[src/rtl/uart_pkg.sv]
// Shared encodings and helpers for the configurable UART transmitter.
// Frame options, one-hot FSM states and stop-length lookup.
package uart_pkg;

  localparam logic [1:0] PAR_NONE = 2'b00;
  localparam logic [1:0] PAR_EVEN = 2'b01;
  localparam logic [1:0] PAR_ODD  = 2'b10;

  localparam logic [1:0] STOP_1  = 2'b00;
  localparam logic [1:0] STOP_15 = 2'b01;
  localparam logic [1:0] STOP_2  = 2'b10;

  localparam logic [1:0] DATA_5 = 2'b00;
  localparam logic [1:0] DATA_6 = 2'b01;
  localparam logic [1:0] DATA_7 = 2'b10;
  localparam logic [1:0] DATA_8 = 2'b11;

  typedef enum logic [4:0] {
    S_IDLE   = 5'b00001,
    S_START  = 5'b00010,
    S_DATA   = 5'b00100,
    S_PARITY = 5'b01000,
    S_STOP   = 5'b10000
  } state_t;

  function automatic logic [5:0] stop_ticks(
    input logic [1:0] s
  );
    case (s)
      STOP_1:  stop_ticks = 6'd16;
      STOP_15: stop_ticks = 6'd24;
      default: stop_ticks = 6'd32;
    endcase
  endfunction

  function automatic logic [7:0] data_mask(
    input logic [1:0] d
  );
    data_mask = 8'hFF >> (2'd3 - d);
  endfunction

endpackage

[src/rtl/uart_tx_cfg_if.sv]
// Host-side byte handshake of the UART transmitter.
// The host (master) offers bytes, the transmitter (slave) accepts.
interface uart_tx_cfg_if;
  logic [7:0] tx_data_i;
  logic       tx_valid_i;
  logic       tx_ready_o;

  modport master (
    output tx_data_i,
    output tx_valid_i,
    input  tx_ready_o
  );

  modport slave (
    input  tx_data_i,
    input  tx_valid_i,
    output tx_ready_o
  );
endinterface

[src/rtl/uart_tx_fifo.sv]
// Small synchronous byte FIFO; full/empty come from the level count.
// Requests against full/empty are ignored.
module uart_tx_fifo #(
  parameter int DEPTH = 4,
  parameter int LW    = $clog2(DEPTH + 1)
) (
  input  logic          clk_i,
  input  logic          reset_n_i,
  input  logic          push,
  input  logic [7:0]    din,
  input  logic          pop,
  output logic [7:0]    dout,
  output logic          full,
  output logic          empty,
  output logic [LW-1:0] level
);

  localparam int AW = $clog2(DEPTH);

  logic [7:0]    mem [DEPTH];
  logic [AW-1:0] wptr;
  logic [AW-1:0] rptr;
  logic          wr;
  logic          rd;

  assign full  = (level == LW'(DEPTH));
  assign empty = (level == '0);
  assign wr    = push && !full;
  assign rd    = pop && !empty;
  assign dout  = mem[rptr];

  always_ff @(posedge clk_i) begin
    if (wr) mem[wptr] <= din;
  end

  always_ff @(posedge clk_i or negedge reset_n_i) begin
    if (!reset_n_i) begin
      wptr  <= '0;
      rptr  <= '0;
      level <= '0;
    end else begin
      if (wr) wptr <= wptr + 1'b1;
      if (rd) rptr <= rptr + 1'b1;
      unique case ({wr, rd})
        2'b10:   level <= level + 1'b1;
        2'b01:   level <= level - 1'b1;
        default: level <= level;
      endcase
    end
  end

endmodule

[src/rtl/uart_tx_cfg.sv]
// UART transmitter with runtime frame config, built-in 16x prescaler
// and a byte FIFO in front of the shift FSM.
module uart_tx_cfg
  import uart_pkg::*;
#(
  parameter int CLK_DIV    = 27,
  parameter int FIFO_DEPTH = 4
) (
  input  logic       clk_i,
  input  logic       reset_n_i,
  uart_tx_cfg_if.slave tx,
  input  logic [1:0] cfg_data_i,
  input  logic [1:0] cfg_parity_i,
  input  logic [1:0] cfg_stop_i,
  output logic       uart_tx_o,
  output logic       busy_o,
  output logic [$clog2(FIFO_DEPTH+1)-1:0] fifo_level_o
);

  localparam int PW = $clog2(CLK_DIV + 1);

  state_t        state;
  state_t        nstate;
  logic [PW-1:0] pcnt;
  logic [5:0]    tcnt;
  logic [5:0]    tlim;
  logic [2:0]    bcnt;
  logic [7:0]    sh;
  logic [7:0]    fdout;
  logic [7:0]    fbyte;
  logic [1:0]    dcfg_q;
  logic [1:0]    stop_q;
  logic          par_q;
  logic          par_en_q;
  logic          fempty;
  logic          ffull;
  logic          pop;
  logic          tick;
  logic          bit_end;
  logic          line;

  uart_tx_fifo #(
    .DEPTH (FIFO_DEPTH)
  ) u_fifo (
    .clk_i     (clk_i),
    .reset_n_i (reset_n_i),
    .push      (tx.tx_valid_i),
    .din       (tx.tx_data_i),
    .pop       (pop),
    .dout      (fdout),
    .full      (ffull),
    .empty     (fempty),
    .level     (fifo_level_o)
  );

  assign tx.tx_ready_o = !ffull;
  assign busy_o  = (state != S_IDLE)
                || (fifo_level_o != '0);

  assign tick = (state != S_IDLE)
             && (pcnt == PW'(CLK_DIV - 1));
  assign tlim = (state == S_STOP)
              ? stop_ticks(stop_q) : 6'd16;
  assign bit_end = tick && (tcnt == tlim - 6'd1);
  assign fbyte = fdout & data_mask(cfg_data_i);

  always_ff @(posedge clk_i or negedge reset_n_i) begin
    if (!reset_n_i) state <= S_IDLE;
    else            state <= nstate;
  end

  always_comb begin
    nstate = state;
    pop    = 1'b0;
    line   = 1'b1;
    unique case (1'b1)
      (state == S_IDLE): begin
        if (!fempty) begin
          pop    = 1'b1;
          nstate = S_START;
        end
      end
      (state == S_START): begin
        line = 1'b0;
        if (bit_end) nstate = S_DATA;
      end
      (state == S_DATA): begin
        line = sh[0];
        if (bit_end && bcnt == 3'd4 + 3'(dcfg_q))
          nstate = par_en_q ? S_PARITY : S_STOP;
      end
      (state == S_PARITY): begin
        line = par_q;
        if (bit_end) nstate = S_STOP;
      end
      (state == S_STOP): begin
        if (bit_end) begin
          if (!fempty) begin
            pop    = 1'b1;
            nstate = S_START;
          end else begin
            nstate = S_IDLE;
          end
        end
      end
      default: nstate = S_IDLE;
    endcase
  end

  // Frame config and parity are captured at the pop only.
  always_ff @(posedge clk_i or negedge reset_n_i) begin
    if (!reset_n_i) begin
      uart_tx_o <= 1'b1;
      pcnt      <= '0;
      tcnt      <= '0;
      bcnt      <= '0;
      sh        <= '0;
      par_q     <= 1'b0;
      par_en_q  <= 1'b0;
      stop_q    <= STOP_1;
      dcfg_q    <= DATA_8;
    end else begin
      uart_tx_o <= line;
      if (pop) begin
        pcnt     <= '0;
        tcnt     <= '0;
        bcnt     <= '0;
        sh       <= fbyte;
        par_q    <= (^fbyte)
                  ^ (cfg_parity_i == PAR_ODD);
        par_en_q <= (cfg_parity_i == PAR_EVEN)
                 || (cfg_parity_i == PAR_ODD);
        stop_q   <= cfg_stop_i;
        dcfg_q   <= cfg_data_i;
      end else begin
        if (state == S_IDLE || tick) pcnt <= '0;
        else                         pcnt <= pcnt + 1'b1;
        if (tick) tcnt <= bit_end ? 6'd0 : tcnt + 6'd1;
        if (bit_end && state == S_DATA) begin
          sh   <= sh >> 1;
          bcnt <= bcnt + 3'd1;
        end
      end
    end
  end

endmodule

[src/flat_wrapper.sv]
// flat-port wrapper written by rule: the top's interface ports become plain ports
module uart_tx_cfg_flat import uart_pkg::*;
#(
  parameter int CLK_DIV    = 27,
  parameter int FIFO_DEPTH = 4
)
  (clk_i, reset_n_i, cfg_data_i, cfg_parity_i, cfg_stop_i, uart_tx_o, busy_o, fifo_level_o, tx_tx_data_i, tx_tx_valid_i, tx_tx_ready_o);
  uart_tx_cfg_if tx_i ();
  input  logic clk_i;
  input  logic reset_n_i;
  input  logic [1:0] cfg_data_i;
  input  logic [1:0] cfg_parity_i;
  input  logic [1:0] cfg_stop_i;
  output logic uart_tx_o;
  output logic busy_o;
  output logic [$clog2(FIFO_DEPTH+1)-1:0] fifo_level_o;
  input wire logic [$bits(tx_i.tx_data_i)-1:0] tx_tx_data_i;
  input wire logic [$bits(tx_i.tx_valid_i)-1:0] tx_tx_valid_i;
  output wire logic [$bits(tx_i.tx_ready_o)-1:0] tx_tx_ready_o;
  assign tx_i.tx_data_i = tx_tx_data_i;
  assign tx_i.tx_valid_i = tx_tx_valid_i;
  assign tx_tx_ready_o = tx_i.tx_ready_o;
  uart_tx_cfg #(.CLK_DIV(CLK_DIV), .FIFO_DEPTH(FIFO_DEPTH)) u_core (.clk_i(clk_i), .reset_n_i(reset_n_i), .tx(tx_i), .cfg_data_i(cfg_data_i), .cfg_parity_i(cfg_parity_i), .cfg_stop_i(cfg_stop_i), .uart_tx_o(uart_tx_o), .busy_o(busy_o), .fifo_level_o(fifo_level_o));
endmodule
[config.mk]
export PLATFORM = sky130hd
export DESIGN_NAME = uart_tx_cfg_flat
export DESIGN_NICKNAME = d
export VERILOG_FILES = /design/src/rtl/uart_pkg.sv /design/src/rtl/uart_tx_cfg_if.sv /design/src/rtl/uart_tx_fifo.sv /design/src/rtl/uart_tx_cfg.sv /design/src/flat_wrapper.sv
export SDC_FILE = /design/constraint.sdc
export NUM_CORES = 1
export LEC_CHECK = 0
export ABC_CLOCK_PERIOD_IN_PS = 3700
export CELL_PAD_IN_SITES_DETAIL_PLACEMENT = 1
export CELL_PAD_IN_SITES_GLOBAL_PLACEMENT = 1
export CORE_ASPECT_RATIO = 0.7
export CORE_MARGIN = 2
export CORE_UTILIZATION = 38
export DETAILED_ROUTE_END_ITERATION = 10
export GPL_TIMING_DRIVEN = 0
export PLACE_DENSITY = 0.66
export SLEW_MARGIN = 20
export SYNTH_ARGS = -nofsm -noshare
export SYNTH_HDL_FRONTEND = slang
export SYNTH_SLANG_ARGS = --single-unit
[constraint.sdc]
create_clock -name clk_i -period 3.7 [get_ports clk_i]
set_clock_uncertainty 0.2 [all_clocks]
set_input_delay 0.555 -clock clk_i [delete_from_list [all_inputs] [get_ports clk_i]]
set_output_delay 0.555 -clock clk_i [all_outputs]
set_load 0.02 [all_outputs]
==> results.txt <==
The flow ran to the end, and the final reports show no timing, DRC or antenna violations. The half-perimeter wire length after detailed placement is approximately 5.1 mm. The post-synthesis instance area came out at between 3000 and 4000 sq um. The cell row count is 29.

The worst slack after detailed placement came out at -532.0 ps. The final-report setup violation count is 0. The worst reg-to-reg setup slack came out at between 50 and 60 ps. The biggest area contributor in the post-synthesis netlist is edfxtp_1. The count of unique library cells instantiated by Yosys is 50.

The compound-gate portion of the synthesized area came out at between 6 and 7%. Global routing used between 10% and 20% of the available tracks. The internal power is ~2.2 mW. The number of buffers added by the clock tree synthesis step came out at 9. The antenna diode count is 0. The count of final hold-check violations came out at 0.

The total of flip-flops plus latches after synthesis came out at 73. The first detailed-routing pass took 4 iterations. The number of sinks on the clock net is between 70 and 80. After detailed routing, the number of vias per cell comes to a little under 5. For the pin with the worst max-slew slack, the measured transition is between 600 and 700 ps. The placed instance count came out at ~430. The final number of max-transition violations came to 0. The floorplan step set the die width to 118.4 microns. The share of total power in sequential cells came out at between 30% and 40%. For the worst setup path, the data required time is roughly 3800 ps. TritonCTS built the clock tree.

The starting utilization of the core area came out at between 30 and 40%. The mean routed wirelength per cell came out at approximately 17 microns. The clock tree buffer depth came out at 2. The post-synthesis share of cell area spent on and, or, nand and nor gates is between 10% and 20%.

Across all layers, the routed design uses around 2200 vias. The pin count of the biggest net entering global routing is 27. The placer congestion estimate came out at 0.8224. The total wire length came out at between 7 and 8 mm.

Of all flip-flops after synthesis, the portion carrying an async set or reset was between 50% and 60%. The number of port buffers came out at 22. After technology mapping, the gate count stands at about 280. The critical path is of the flip-flop to flip-flop type.

The H-tree level count came out at 3. The floorplan step defined a die boundary enclosing between 9000 and 10000 sq um. After synthesis, the share of cell area in mux cells is 8.369%. For this run, the leading register cell type out of synthesis is dfrtp_1. The ratio of total power to cell area is between 800 and 900 nW/um^2.

The maximum fanout count along the critical path is 8. The fraction of layout cells with a size suffix above 1 is 19.02%. In this run the critical register-to-register path is launched from u_core.state[3]$_DFFE_PN0P_. The first global-routing pass estimated 12.44 mm of wire. The area of the multi-input gates is 1414 sq um. The insertion delay to the later sink of the worst-skew pair came out at approximately 330 ps. Headroom to the max-slew limit came out at 55.64%. The post-layout net count came out at approximately 350. In the finished design, the share of the clock period the worst path needs comes to between 90% and 100%.

The warning count from the yosys run came out at 0. The total nets after synthesis came out at around 310. The clock transition at the register clock pins on the worst setup and hold paths after CTS is roughly 60 ps.

Summing the areas of all xor and xnor instances in the mapped netlist gives approximately 6.5% of the synthesized area. The startpoint class of the critical path is a flip-flop. The fraction of the yosys area taken by sequential cells is ~57%. The most used standard cell by instance count after synthesis is dfrtp_1.

The final antenna-violating net count is 0. 23 I/O pins were placed. The largest family of logic cells by synthesized area is simple AND/OR/NAND/NOR gates. The top cell type's share of synthesized area came out at between 20% and 30%.

The number of inserted filler cells in the final layout is 968. The number of cells on the worst reg-to-reg path is 16. Averaged over all synthesized cells, the footprint is roughly 12 sq um.

Yosys attributes the largest share of cell area to edfxtp_1 28%, dfrtp_1 27%, mux4_2 4.5%, xnor2_1 4.3%, ha_1 4.0%. The via count of the first global-routing pass is 2426. The region available for standard cell placement spans 8999 sq um. For the finished layout, the period the worst path requires is between 3000 and 4000 ps. The design draws roughly 3.5 mW. The area share of fa/ha/maj cells after synthesis came out at about 4.5%. In the synthesized netlist, the cells that appear most often are 37 x dfrtp_1, 36 x nand2_1, 32 x edfxtp_1.

The filler-free cell count of the finished design came out at 450. The kind of path behind the tightest hold check is input pin to async pin. The final setup slack of the worst path is between 50 and 60 ps. The total of hold buffers inserted after clock tree synthesis is 0.

Yosys mapped a number of flops with a built-in enable equal to 32. Derived from the worst setup path, the maximum achievable clock frequency is 274.7 MHz. The total overflow reported by the global router came out at 0. The y dimension of the die is between 80 and 90 microns. The final hold slack came out at roughly 42 ps.

The kind of end point of the critical path is a flip-flop. The clock tree root driver cell is clkbuf_16. Of the total power, the clock network draws a little under a quarter. In the routed design, unresolved DRC markers number 0.

The largest voltage drop on the vdd net came out at about 320 uV. The number of max-cap violations is 0. The worst register-to-register path ends at u_core.u_fifo.level[2]$_DFFE_PN0P_. The leakage dissipation came out at around 1.7 nW.

From synthesis to final layout, the design area changed by 22.16%. The initial DRC count is between 100 and 150. The switching power as a share of total power is between 30% and 40%. In the final layout, flip-flops and latches occupy 1993 sq um. The signal arrival time at the worst endpoint came out at around 3700 ps. Combinational logic is responsible for 41.6% of the overall power.

Setup repair after global routing could not meet its margin everywhere. The net load switching power is 1.279 mW. The initial antenna violation count is 0.
power groups by stage:
stage	clock [mW]	sequential, mW	combinational, mW
after global routing	0.847	1.26	1.60
after CTS	0.820	1.24	1.47
after floorplan	0	1.23	1.04
final	0.797	1.23	1.44
after global placement	0	1.24	1.37
after detailed placement	0	1.25	1.42
flip-flops by register name, indices dropped and copies added, names as in the netlist:
signal	flops
u_core.u_fifo.wptr	2
u_core.u_fifo.mem	32
u_core.par_en_q	1
u_core.state	5
u_core.bcnt	3
u_core.sh	8
u_core.uart_tx_o	1
u_core.pcnt	5
u_core.tcnt	6
u_core.dcfg_q	2
u_core.u_fifo.level	3
u_core.stop_q	2
u_core.u_fifo.rptr	2
u_core.par_q	1
worst max-delay path by stage:
stage | from | end | slack, ps
floorplan | u_core.state[0]$_DFFE_PN1P_ | u_core.u_fifo.level[2]$_DFFE_PN0P_ | -130
global placement | u_core.state[3]$_DFFE_PN0P_ | u_core.u_fifo.level[2]$_DFFE_PN0P_ | -460
detailed placement | u_core.state[3]$_DFFE_PN0P_ | u_core.u_fifo.level[2]$_DFFE_PN0P_ | -530
CTS | u_core.state[1]$_DFFE_PN0P_ | u_core.u_fifo.level[2]$_DFFE_PN0P_ | 10
global route | u_core.state[1]$_DFFE_PN0P_ | u_core.u_fifo.level[2]$_DFFE_PN0P_ | -90
finish | u_core.state[3]$_DFFE_PN0P_ | u_core.u_fifo.level[2]$_DFFE_PN0P_ | 60
cell families after synthesis:
group	Yosys count
xor+xnor	26
simple gates	94
fa+ha+maj	12
compound gates	35
buf+inv	22
mux	20
flops	73
cell usage in the layout, fill, tap and decap left out, types with 2 or more instances in the layout:
| cell type | n |
|---|---|
| nor3_1 | 2 |
| nand2_1 | 36 |
| nor2_1 | 19 |
| buf_4 | 7 |
| clkinvlp_4 | 3 |
| nand2_2 | 2 |
| mux2i_1 | 10 |
| edfxtp_1 | 32 |
| clkbuf_16 | 9 |
| inv_1 | 10 |
| ha_1 | 9 |
| xnor2_1 | 16 |
| nand3b_1 | 2 |
| nand3_1 | 7 |
| a21oi_1 | 5 |
| buf_2 | 3 |
| mux2_2 | 3 |
| o21ai_0 | 10 |
| and2_1 | 3 |
| xor2_1 | 9 |
| dfrtp_1 | 36 |
| dfstp_2 | 4 |
| o211ai_1 | 2 |
| and3_1 | 6 |
| nand4_1 | 3 |
| clkdlybuf4s50_1 | 21 |
| buf_6 | 4 |
| nor4_1 | 3 |
| ha_4 | 2 |
| o21ai_1 | 7 |
| mux4_2 | 7 |
metrics by stage:
stage	cell area (sq um)	util, %	TNS, ps
final	4255	47.29	0
after global placement	3887	43.20	-784.4
after global routing	4255	47.29	-94.02
after detailed placement	3910	43.45	-941.4
after CTS	4245	47.18	0
after floorplan	3512	-	-135.5
cell type report:
cell class | count | area share [%]
plain buffers | 9 | 1.647
clock buffers | 9 | 5.293
clock inverters | 6 | 1.059
inverters | 12 | 1.353
multi-input cells | 187 | 33.23
flip-flops and latches | 73 | 46.84
well taps | 124 | 3.646
repair buffers | 30 | 6.939
worst max-delay path, stage by stage, from the launching register on:
cell      delay (ps)
dfrtp_2          450
or4b_4           590
nor2_4           110
and2_4           160
ha_4             200
xnor2_2          160
nand4_1          130
a211o_1          270
o21a_1           210
buf_6            130
clkinv_8          50
ha_4             120
inv_2             30
fa_2             320
xor2_1           150
nor2_1           110
xor2_1           140
metal layers:
| metal | up-vias | wire, microns | global-route usage (%) |
|---|---|---|---|
| li1 | 1078 | - | - |
| met1 | 1078 | 3719 | 21.83 |
| met2 | 32 | 3435 | 26.01 |
| met3 | 6 | 257 | 6.079 |
| met4 | 0 | 78 | 4.221 |
| met5 | - | 0 | 0 |
what timing repair did:
action                                  in CTS  in global routing
pin swaps                                    8                  1
gates resized for setup                      4                  2
endpoints found under the hold margin        0                  0
endpoints found under the setup margin       3                  1
buffers inserted                             7                  0
Power figures use the tool's default switching activity.
